File: src/rtl/rtc_bus_arbiter_pkg.sv
// rtc_bus_arbiter_pkg: shared state encodings, requester indices, defaults and arbitration helper
package rtc_bus_arbiter_pkg;

    typedef enum logic [1:0] {
        ST_IDLE    = 2'd0,
        ST_ISSUE   = 2'd1,
        ST_WAIT    = 2'd2,
        ST_RELEASE = 2'd3
    } state_e;

    localparam logic [1:0]  REQ_INIT     = 2'd0;
    localparam logic [1:0]  REQ_WR       = 2'd1;
    localparam logic [1:0]  REQ_RD       = 2'd2;
    localparam logic [11:0] TIMEOUT_DEF  = 12'h0FF;
    localparam logic [3:0]  STARVE_DEF   = 4'd8;

    // req0 always wins; a starved req2 jumps ahead of req1
    function automatic logic [1:0] pick_winner(input logic [2:0] req, input logic promote);
        return req[0] ? REQ_INIT : (req[2] && promote) ? REQ_RD : req[1] ? REQ_WR : REQ_RD;
    endfunction

endpackage

File: src/rtl/rtc_bus_arbiter_timer.sv
// rtc_arb_timer: counts WAIT cycles and flags the cycle on which the limit is reached
module rtc_arb_timer
    import rtc_bus_arbiter_pkg::*;
#(
    parameter logic [11:0] LIMIT = TIMEOUT_DEF
) (
    input  logic clk,
    input  logic reset,
    input  logic clear,
    input  logic en,
    output logic expired
);

    logic [11:0] cnt_q, cnt_d;

    // cnt_q holds the number of WAIT cycles already elapsed before the current one
    always_comb begin
        cnt_d = clear ? 12'h000 : en ? cnt_q + 12'h001 : cnt_q;
    end

    // counter register
    always_ff @(posedge clk) begin
        if (reset) cnt_q <= 12'h000;
        else       cnt_q <= cnt_d;
    end

    assign expired = en && (cnt_q == LIMIT - 12'h001);

endmodule

File: src/rtl/rtc_bus_arbiter.sv
// rtc_bus_arbiter: three-requester arbiter in front of the RTC bus engine with timeout and req2 anti-starvation
module rtc_bus_arbiter
    import rtc_bus_arbiter_pkg::*;
#(
    parameter logic [11:0] TIMEOUT      = TIMEOUT_DEF,
    parameter logic [3:0]  STARVE_LIMIT = STARVE_DEF
) (
    input  logic       clk,
    input  logic       reset,
    input  logic [2:0] req,
    input  logic [2:0] we,
    input  logic [7:0] addr0,
    input  logic [7:0] addr1,
    input  logic [7:0] addr2,
    input  logic [7:0] wdata0,
    input  logic [7:0] wdata1,
    input  logic [7:0] wdata2,
    output logic [2:0] gnt,
    output logic [2:0] done,
    output logic [7:0] rdata,
    output logic       err,
    output logic       busy,
    output logic       bus_req,
    output logic       bus_we,
    output logic [7:0] bus_addr,
    output logic [7:0] bus_wdata,
    input  logic       bus_done,
    input  logic [7:0] bus_rdata
);

    state_e     state_q, state_d;
    logic [2:0] gnt_q, gnt_d;
    logic [2:0] done_q, done_d;
    logic [7:0] rdata_q, rdata_d;
    logic       err_q, err_d;
    logic       busy_q, busy_d;
    logic       bus_req_q, bus_req_d;
    logic       bus_we_q, bus_we_d;
    logic [7:0] bus_addr_q, bus_addr_d;
    logic [7:0] bus_wdata_q, bus_wdata_d;
    logic [3:0] starve_q, starve_d;
    logic [1:0] win;
    logic       promote;
    logic       expired;

    assign promote = starve_q == STARVE_LIMIT;
    assign win     = pick_winner(req, promote);

    rtc_arb_timer #(.LIMIT(TIMEOUT)) u_timer (
        .clk     (clk),
        .reset   (reset),
        .clear   (state_q != ST_WAIT),
        .en      (state_q == ST_WAIT),
        .expired (expired)
    );

    // next-state and registered-output logic; the grant register doubles as the latched winner
    always_comb begin
        state_d     = state_q;
        gnt_d       = gnt_q;
        done_d      = 3'b000;
        rdata_d     = rdata_q;
        err_d       = 1'b0;
        bus_req_d   = bus_req_q;
        bus_we_d    = bus_we_q;
        bus_addr_d  = bus_addr_q;
        bus_wdata_d = bus_wdata_q;
        starve_d    = starve_q;
        unique case (state_q)
            ST_IDLE: begin
                starve_d = (!req[2] || win == REQ_RD) ? 4'd0 : promote ? starve_q : starve_q + 4'd1;
                if (|req) begin
                    state_d     = ST_ISSUE;
                    gnt_d       = 3'b001 << win;
                    bus_req_d   = 1'b1;
                    bus_we_d    = we[win];
                    bus_addr_d  = win == REQ_INIT ? addr0 : win == REQ_WR ? addr1 : addr2;
                    bus_wdata_d = win == REQ_INIT ? wdata0 : win == REQ_WR ? wdata1 : wdata2;
                end
            end
            ST_ISSUE: state_d = ST_WAIT;
            ST_WAIT: begin
                if (bus_done || expired) begin
                    state_d     = ST_RELEASE;
                    done_d      = gnt_q;
                    err_d       = !bus_done;
                    rdata_d     = (bus_done && !bus_we_q) ? bus_rdata : rdata_q;
                    gnt_d       = 3'b000;
                    bus_req_d   = 1'b0;
                    bus_we_d    = 1'b0;
                    bus_addr_d  = 8'h00;
                    bus_wdata_d = 8'h00;
                end
            end
            ST_RELEASE: state_d = ST_IDLE;
        endcase
        busy_d = state_d != ST_IDLE;
    end

    // state and output registers
    always_ff @(posedge clk) begin
        if (reset) begin
            state_q     <= ST_IDLE;
            gnt_q       <= 3'b000;
            done_q      <= 3'b000;
            rdata_q     <= 8'h00;
            err_q       <= 1'b0;
            busy_q      <= 1'b0;
            bus_req_q   <= 1'b0;
            bus_we_q    <= 1'b0;
            bus_addr_q  <= 8'h00;
            bus_wdata_q <= 8'h00;
            starve_q    <= 4'd0;
        end else begin
            state_q     <= state_d;
            gnt_q       <= gnt_d;
            done_q      <= done_d;
            rdata_q     <= rdata_d;
            err_q       <= err_d;
            busy_q      <= busy_d;
            bus_req_q   <= bus_req_d;
            bus_we_q    <= bus_we_d;
            bus_addr_q  <= bus_addr_d;
            bus_wdata_q <= bus_wdata_d;
            starve_q    <= starve_d;
        end
    end

    assign gnt       = gnt_q;
    assign done      = done_q;
    assign rdata     = rdata_q;
    assign err       = err_q;
    assign busy      = busy_q;
    assign bus_req   = bus_req_q;
    assign bus_we    = bus_we_q;
    assign bus_addr  = bus_addr_q;
    assign bus_wdata = bus_wdata_q;

endmodule

File: config.mk
export PLATFORM = sky130hd
export DESIGN_NAME = rtc_bus_arbiter
export DESIGN_NICKNAME = d
export VERILOG_FILES = /design/src/rtl/rtc_bus_arbiter_pkg.sv /design/src/rtl/rtc_bus_arbiter_timer.sv /design/src/rtl/rtc_bus_arbiter.sv
export SDC_FILE = /design/constraint.sdc
export NUM_CORES = 1
export LEC_CHECK = 0
export CAP_MARGIN = 10
export CELL_PAD_IN_SITES_DETAIL_PLACEMENT = 1
export CELL_PAD_IN_SITES_GLOBAL_PLACEMENT = 1
export CORE_ASPECT_RATIO = 0.6
export CORE_MARGIN = 2
export CORE_UTILIZATION = 29
export DETAILED_ROUTE_END_ITERATION = 7
export PLACE_DENSITY_LB_ADDON = 0.12
export SETUP_SLACK_MARGIN = 0.3
export SYNTH_ARGS = -nofsm -noshare
export SYNTH_HDL_FRONTEND = slang
export SYNTH_SLANG_ARGS = --single-unit
File: constraint.sdc
create_clock -name clk -period 1.7 [get_ports clk]
set_input_delay 0.425 -clock clk [delete_from_list [all_inputs] [get_ports clk]]
set_output_delay 0.425 -clock clk [all_outputs]
set_load 0.05 [all_outputs]
======== Word-level counts from Yosys, hierarchy flattened ========
Index checks and enable logic that the tools add are counted.
operators by class
  add/sub/neg operators ................... 2
  multiplexer cells ....................... 27
  bitwise operators ....................... 2
  order comparisons ....................... 1
  reduce and logical (&&, ||, !) cells .... 18
  shift-type cells ........................ 1
  equal/unequal tests ..................... 11
operators by type and width
  operator               number
  $mux 8                 7
  $pmux 8 s2             2
  $add 12x1->12 const B  1
  $eq 12x8->1 const B    1
  $mux 2                 5
  $mux 4                 2
  $pmux 2 s4             1
  $eq 2x2->1 const B     3
  $mux 3                 2
  $ne 2x2->1 const B     3
  $pmux 3 s2             1
  $reduce_and 3->1       2
  $reduce_or 3->1        2
  $add 4x1->4 const B    1
  $eq 2x1->1 const B     2
  $eq 4x4->1 const B     1
  $logic_not 2->1        2
  $mux 1                 4
  $pmux 1 s2             2
  $reduce_bool 2->1      2
  $logic_and 1x1->1      3
  $logic_not 1->1        3
  $lt 2x3->1 const B     1
  $shl 1x2->3 const A    1
  other kinds (6)        8
word-level totals
  input bits .............................. 65
  bits in registers ....................... 52

======== Longest topological paths before layout ========
  depth after elaboration ................. 9
  mapped depth ............................ 8

======== Cells and area by module ========
A second synthesis with hierarchy kept.
unflattened totals
  cells, all modules ...................... 268
  area total of the unflattened synthesis .. 2449.8 um^2
modules (own cells, without submodules)
  module           area each (um^2)  cells each  times used
  rtc_bus_arbiter  1873.0            201         1
  rtc_arb_timer    576.8             67          1

======== Worst setup path before layout ========
OpenSTA, ideal clock, no wires.
  kind .................................... flip-flop to flip-flop
  start point ............................. register starve_q[0]
  end point ............................... register bus_addr_q[4] (netlist: bus_addr[4])
  buffers on the path ..................... 2
  cell stages (with the launch flop) ...... 9
  data required time ...................... 1.630 ns
  library setup time ...................... 0.070 ns
  setup slack ............................. -0.146 ns
  arrival ................................. 1.775 ns
  period minus slack after synthesis ...... 1.846 ns
  cell sequence ........................... dfxtp_1 > inv_1 > ha_1 > and3b_1 > a21boi_0 > clkbuf_8 > clkbuf_8 > mux2_2 > o2bb2ai_1
between the ends
  longest elaborated chain between the ends .. 9
ends and longest elaborated chain
  what                      line                       RTL
  start: declaration        rtc_bus_arbiter.sv:41      logic [3:0] starve_q, starve_d;
  start signal: assignment  rtc_bus_arbiter.sv:125     starve_q <= starve_d;
  $eq 4x4->1 *              rtc_bus_arbiter.sv:46      assign promote = starve_q == STARVE_LIMIT;
  $logic_and 1x1->1 *       rtc_bus_arbiter_pkg.sv:19  return req[0] ? REQ_INIT : (req[2] && promote) ? REQ_RD : req[1] ? REQ_WR : REQ_RD;
  $mux 2 * (2 in series)    rtc_bus_arbiter_pkg.sv:19
  $eq 2x1->1                rtc_bus_arbiter.sv:77      bus_addr_d = win == REQ_INIT ? addr0 : win == REQ_WR ? addr1 : addr2;
  $mux 8                    rtc_bus_arbiter.sv:77
  $mux 8 *                  rtc_bus_arbiter.sv:77
  $mux 8 *                  rtc_bus_arbiter.sv:72      if (|req) begin
  $pmux 8 s2 *              rtc_bus_arbiter.sv:69      unique case (state_q)
  end signal: assignment    rtc_bus_arbiter.sv:123     bus_addr_q <= bus_addr_d;
  end: declaration          rtc_bus_arbiter.sv:39      logic [7:0] bus_addr_q, bus_addr_d;
Mark *: on every way between the ends. The rest lies on a longest branch, timed or not. The select of a mux whose other input is x is not followed.
A chain may end at the register's enable or synchronous reset.

======== Worst setup path in the final report ========
  start point ............................. register u_timer.cnt_q[10]
  end point ............................... register gnt_q[1] (netlist: gnt[1])
between the ends
  longest elaborated chain between the ends .. 5
ends and longest elaborated chain
  what                        line                         RTL
  start: declaration          rtc_bus_arbiter_timer.sv:14  logic [11:0] cnt_q, cnt_d;
  start signal: assignment    rtc_bus_arbiter_timer.sv:24  else cnt_q <= cnt_d;
  $eq 12x8->1                 rtc_bus_arbiter_timer.sv:27  assign expired = en && (cnt_q == LIMIT - 12'h001);
  $logic_and 1x1->1           rtc_bus_arbiter_timer.sv:27
  $logic_or 1x1->1            rtc_bus_arbiter.sv:83        if (bus_done || expired) begin
  $ne 2x2->1 (no line)        -
  $reduce_and 3->1 (no line)  -
  end signal: assignment      rtc_bus_arbiter.sv:116       gnt_q <= gnt_d;
  end: declaration            rtc_bus_arbiter.sv:32        logic [2:0] gnt_q, gnt_d;
Every way passes these cells.

==> results_dict.tcl <==
set metrics [dict create \
    final_cell_mix "61 x clkdlybuf4s50_1, 61 x buf_4, 58 x nor2_1" \
    synth.distinct_cells 51 \
    synth-async-reset-ratio 0 \
    slew_viol_final 0 \
    place_hpwl_um 5990 \
    grt_usage 0.182 \
    clock_latency_ns 0.30 \
    final_layout_size_suffix_gt1_frac 0.322 \
    route.detailed.drc 0 \
    critical_path_buf_inv_count 1 \
    vias_per_cell 4.77 \
    rsz0062_at_grt "true" \
    final.period_utilization 1.08 \
    p_leak_nw 1.80 \
    critical-path-max-stage-delay_ns 0.54 \
    period_needed_ns 1.83 \
    clk_path_buf_depth 2 \
    internal_power_w 0.00311 \
    portBuffers 98 \
    wl_met2_um 3830 \
    wl_um 8480 \
    fmax_ghz 0.546 \
    outcome "finished with violations" \
    die_x_um 125 \
    io_pins 99 \
    tns_ns -1.20 \
    switching_share 0.401 \
    p_switching_w 0.00208 \
    crit_path_start_kind "flip-flop" \
    rows 26 \
    cp_slowest_cell "or4b_4" \
    skew_ns 0.00633 \
    root_buffer "clkbuf_16" \
    crit_required_ns 1.90 \
    tightest_slew_ns 0.450 \
    cp_cell_sequence "or4b_4 > nor4_4 > o32ai_4 > buf_12 > a32o_1" \
    core-area_um2 8520 \
    crit_path_end_kind "flip-flop" \
    drt-wirelength-per-cell_um 16.2 \
    area.sequential_um2 1050 \
    worst_ir_drop_vdd_mv 0.755 \
    hold_class "reg -> reg" \
    power_w 0.00519 \
    grt_start_max_net_pins 21 \
    maxCapViolations 0 \
    final_core_util 0.500 \
    antenna_cells 0 \
    wl_met1_um 4190 \
    drtPass1Iterations 4 \
    avgSynthCellArea_um2 9.07 \
    cp_data_arrival_time_ns 2.03 \
    vias 2502 \
    final_cells 525 \
    synth-seq-cells 52 \
    slew-limit-headroom 0.700 \
    yosysTopAreaCellShare 0.407 \
    yosysSeqAreaShare 0.407 \
    initial_core_util 0.300 \
    cp_max_fo 19 \
    syn2layout_area_growth_pct 66.6 \
    route.met3.wl_um 361 \
    first_iter_violations 117 \
    cp-startpoint "u_timer.cnt_q[10]" \
    pwr-share-seq 0.312 \
    placed_cell_area_um2 3880 \
    gr-total-overflow 0 \
    nNetsFinal 483 \
    violations "negative setup slack" \
    antenna_found_initial 0 \
    finalSetupViolations 27 \
    n_fill_cell 980 \
    htreeDepth 2 \
    path_clk_slew_ns 0.07 \
    netlist_area_um2 2560 \
    comb_power_share 0.481 \
    hold_buffers 0 \
    synth_nets 353 \
    ant_nets 0 \
    yosys-top-cells-area "dfxtp_1 41%, nor2_1 8.8%, mux2_2 7.5%" \
    yosysTopAreaCell "dfxtp_1" \
    grt_pass1_vias 2653 \
    hold_violations 0 \
    fin_ws_ns -0.131 \
    synth_ff_type "dfxtp_1" \
    clkSinkCount 52 \
    synth_edf_count 0 \
    cts_tree "done" \
    critPathKind "reg -> reg" \
    die-area_um2 9610 \
    powerDensity_nw_per_um2 1220 \
    die_height_um 76.7 \
    multi_input_area_um2 1510 \
    hp-start "bus_addr[0]" \
    path_delay_family "simple AND/OR/NAND/NOR gates" \
    grt_pass1_wl_um 14000 \
    highest_layer "met4" \
    finalInstanceArea_um2 4260 \
    syn_inst 282 \
    gp_congestion 0.802 \
    placedCellCount 510 \
    yosys_warnings 0 \
    r2r_start "u_timer.cnt_q[10]" \
    clock_power_share 0.207 \
    numCtsBuffers 5 \
]
## path summary, 6_finish.rpt
path                                    end  cells after the start  slack [ns]
worst max register to register       gnt[1]                      5       -0.13
worst min-delay path            bus_addr[0]                      1        0.47
worst min register to register  bus_addr[0]                      1        0.47
worst max-delay path                 gnt[1]                      5       -0.13
## timing repair
| item | 4_1_cts | 5_1_grt |
|---|---|---|
| buffers inserted | 4 | 2 |
| pin swaps | 15 | 4 |
| cloned | 1 | 0 |
| endpoints found under the hold margin | 0 | 0 |
| resized for setup | 29 | 9 |
| setup endpoints to repair | 44 | 44 |
## power by group through the flow
stage / Combinational, W / Sequential [W] / Clock [W]
2_1_floorplan: 0.000704 / 0.00228 / 0
3_3_place_gp: 0.00229 / 0.00163 / 0
3_5_place_dp: 0.00234 / 0.00163 / 0
4_1_cts: 0.00246 / 0.00162 / 0.00110
5_1_grt: 0.00266 / 0.00165 / 0.00115
6_report: 0.00250 / 0.00162 / 0.00107
## registers in the layout, summed over array words and instances, names as in the netlist, 2 cells and up
register / flops
rdata: 8
starve_q: 4
gnt: 3
u_timer.cnt_q: 12
bus_wdata: 8
bus_addr: 8
done: 3
state_q: 2
## layout make-up
class / count / share of cell area
multi-input cells: 201 / 0.354
repair buffers: 140 / 0.320
flip-flops and latches: 52 / 0.246
well taps: 112 / 0.0329
clock buffers: 6 / 0.0326
inverters: 12 / 0.0106
clock inverters: 2 / 0.00352
## stage by stage
stage | worst slack, ns | hold slack (ns)
after floorplan | -0.100 | 0.453
after global placement | -0.346 | 0.449
after detailed placement | -0.437 | 0.455
after CTS | -0.152 | 0.474
after global routing | -0.204 | 0.489
final | -0.131 | 0.471
## worst register-to-register path, delay by kind of cell, from the launching register on
kind / cells / cell delay (ns)
and+or+nand+nor: 2 / 0.88
AOI/OAI and AO/OA: 2 / 0.34
DFF: 1 / 0.33
buffers and inverters: 1 / 0.18
## layer usage
| layer | track usage | up-vias |
|---|---|---|
| li1 | - | 1244 |
| met2 | 0.296 | 59 |
| met1 | 0.247 | 1189 |
| met3 | 0.0391 | 10 |
| met5 | 0 | - |
| met4 | 0.0444 | 0 |
## synthesized netlist by cell type (2+ instances only)
cell type / instances
nor3_1: 7
nand3_1: 4
mux2i_1: 8
nor2_1: 60
clkbuf_8: 3
inv_1: 12
nor4_1: 5
nand2_1: 9
o2bb2ai_1: 18
nor2b_1: 2
ha_1: 6
clkbuf_1: 6
xor2_1: 4
mux2_2: 17
o21ai_0: 19
nand4_1: 4
nand2b_1: 2
and3_1: 2
dfxtp_1: 52
xnor2_1: 6
a21oi_1: 4
a31oi_1: 3
## cell families after synthesis
kind of cell             after synthesis  synth area share
adder cells (fa/ha/maj)                6            0.0294
flip-flops                            52             0.407
AO/OA/AOI/OAI                         57             0.164
AND/OR/NAND/NOR                      103             0.192
buffers and inverters                 29            0.0675
XOR/XNOR                              10            0.0342
multiplexers                          25             0.106
No activity file was read; power rests on OpenSTA's default activity.
==> RTL edit (config.mk and constraints unchanged) <==
Encoding of `state_e`: now one-hot (4 bits for 4 states).
--- a/src/rtl/rtc_bus_arbiter_pkg.sv
+++ b/src/rtl/rtc_bus_arbiter_pkg.sv
@@ -1,11 +1,11 @@
 // rtc_bus_arbiter_pkg: shared state encodings, requester indices, defaults and arbitration helper
 package rtc_bus_arbiter_pkg;
 
-    typedef enum logic [1:0] {
-        ST_IDLE    = 2'd0,
-        ST_ISSUE   = 2'd1,
-        ST_WAIT    = 2'd2,
-        ST_RELEASE = 2'd3
+    typedef enum logic [3:0] {
+        ST_IDLE    = 4'b0001,
+        ST_ISSUE   = 4'b0010,
+        ST_WAIT    = 4'b0100,
+        ST_RELEASE = 4'b1000
     } state_e;
 
     localparam logic [1:0]  REQ_INIT     = 2'd0;
Check against the original RTL: no difference found for any inputs over 10 cycles, from zero or initial values and one cycle with reset high; not proved beyond that.
==> RTL edit against the unedited design <==
Critical path type unchanged; sequential cell count rose by 2; largest cell class unchanged; synthesized area increased by 3.3%; the run still ends with setup timing left; routed wire length increased by 14%; via count rose by 9.3%; worst setup slack got worse by 0.24 ns; count of clock-buffer cells in the layout unchanged; cell area up 12%.
Power is not compared: it rests on default switching activity, and its combinational part moved more than twofold at a synthesized area within 25%.
==> RTL edit: results (changes against the unedited design) <==
- The minimum setup slack after placement is -0.396 ns (+0.0418 ns).
- After synthesis, the cell types taking the most area are sky130_fd_sc_hd__dfxtp_1 (41%), sky130_fd_sc_hd__mux2i_1 (9.5%), sky130_fd_sc_hd__nor2_1 (8.2%), sky130_fd_sc_hd__a32o_1 (6.4%), sky130_fd_sc_hd__nand2b_1 (4.0%).
- In the synthesized netlist, the cells that appear most often are sky130_fd_sc_hd__nor2_1 (58), sky130_fd_sc_hd__dfxtp_1 (54), sky130_fd_sc_hd__mux2i_1 (25).
- The worst hold path startpoint is bus_wdata[7].
- The count of non-filler cells in the finished layout came to 556 (+5.9%).
- The total number of nets in the final design is 512 (+6.0%).
- The worst-case hold path end point is bus_wdata[7].
- The wire length of the first global-routing pass is 14,700 um (+4.5%).
- The pin slew with the least headroom to its limit was 0.630 ns (+0.180 ns).
- The violation count after the first detailed-route iteration was 135 (+15%).
- The total global-route track usage is 18.8% (+0.68 points).
- The final clock skew is 0.00686 ns (+0.000537 ns).
- The critical-path maximum fanout is 17 (-2).
- The share of synthesized area occupied by flip-flops and latches is 40.9% (+0.22 points).
- The total setup violations reported at the end of the flow is 38 (+41%).
- The number of cells on the worst reg-to-reg path is 7 (+2).
- The flow ran to the end, but the final reports show violations.
- The number of global-route vias before repair is 2,811 (+6.0%).
- The aggregate routed wire length is 9660 um (+14%).
- The via count of the routed design is 2,735 (+9.3%).
- In this run the critical register-to-register path is launched from u_timer.cnt_q[0].
- The count of placed standard cells including taps is 528 (+3.5%).
- The post-synthesis instance total was 293 (+3.9%).
- Among cell families on the critical path, the largest total delay comes from compound AO/OA/AOI/OAI gates.
- The HPWL reported at the end of detailed placement is 6440 um (+7.6%).
- The delay contributed by the slowest stage of the critical path is 0.47 ns (-0.07 ns).
- Among all flip-flop cells after synthesis, the most frequent one is sky130_fd_sc_hd__dfxtp_1.
- The fill cell instance count of the final layout is 976 (-0.41%).
- The final weighted congestion in routability-driven placement is 0.782 (-2.5%).
- The pin count of the biggest net entering global routing is 52 (+150%).
- The setup slack after layout is -0.372 ns (-0.241 ns).
- The share of final-layout standard cells stronger than drive strength 1 is 37.4% (+5.2 points).
- The final reports fail on setup timing.
- The final sum of negative setup slack was -9.10 ns (-7.90 ns).
RTL edit: cell count changes in the layout (fill, tap and decap cells not counted), sizes merged, moves of 4 or more:
cell,before,now
a32o,1,17
buf,75,99
mux2,17,1
mux2i,8,25
nand2b,2,17
nor3b,0,4
o21ai,19,8
o2bb2ai,18,0
RTL edit: kinds of logic (layout without fill, tap and decap cells):
group,Yosys count,in the layout,synth area share [%]
AO/OA/AOI/OAI,49,49,15.3
XOR/XNOR,10,10,3.32
adder cells (fa/ha/maj),4,4,1.89
buffers and inverters,28,179,5.73
flip-flops,54,54,40.9
multiplexers,26,26,9.90
AND/OR/NAND/NOR,122,122,22.9
RTL edit: power by group through the flow:
stage	Clock [mW]	Combinational, mW	Sequential [mW]
5_1_grt	1.47	0.846	1.36
3_5_place_dp	0	0.724	1.38
3_3_place_gp	0	0.714	1.38
4_1_cts	1.39	0.783	1.36
2_1_floorplan	0	0.246	1.53
6_report	1.37	0.794	1.36
RTL edit: through the flow:
step	hold slack (ns)	cell area (um^2)
floorplan	0.438	2750
global placement	0.451	4040
detailed placement	0.459	4040
CTS	0.476	4570
global route	0.499	4780
finish	0.475	4780
RTL edit: area by class of cell:
type | count | area, um^2 | share of cell area (%)
clock buffers | 6 | 139 | 2.90
clock inverters | 2 | 60.1 | 1.26
inverters | 9 | 33.8 | 0.706
multi-input cells | 211 | 1750 | 36.7
flip-flops and latches | 54 | 1100 | 22.9
well taps | 112 | 140 | 2.93
repair buffers | 162 | 1560 | 32.6
RTL edit: how the worst max path moves through the flow:
stage	cells past startpoint	end	slack (ns)	from
2_1_floorplan	8	bus_addr[6]	-0.42	u_timer.cnt_q[0]
3_3_place_gp	7	bus_wdata[0]	-0.31	u_timer.cnt_q[0]
3_5_place_dp	5	bus_addr[1]	-0.40	req[2]
4_1_cts	7	bus_addr[1]	-0.34	u_timer.cnt_q[0]
5_1_grt	7	bus_wdata[3]	-0.44	u_timer.cnt_q[0]
6_report	7	bus_addr[1]	-0.37	u_timer.cnt_q[0]
RTL edit: timing repair:
action                                  in CTS  in global routing
pin swaps                                   16                 21
setup buffers                               17                  3
endpoints found under the setup margin      54                 52
cloned                                       0                  0
gates resized for setup                     45                 40
RTL edit: worst register-to-register path: cells and delay by family (launching register included):
kind	cells	cell delay (ns)
flops	1	0.32
simple gates	1	0.47
fa+ha+maj	1	0.14
buf+inv	2	0.21
compound gates	3	0.83
RTL edit: routing by layer:
layer  track usage, %  wire [um]  up-vias
met5                0          0        -
met4             4.40        153        0
met3             4.48        448       11
met2             30.4       4530       71
met1             25.6       4540     1311
li1                 -          -     1342
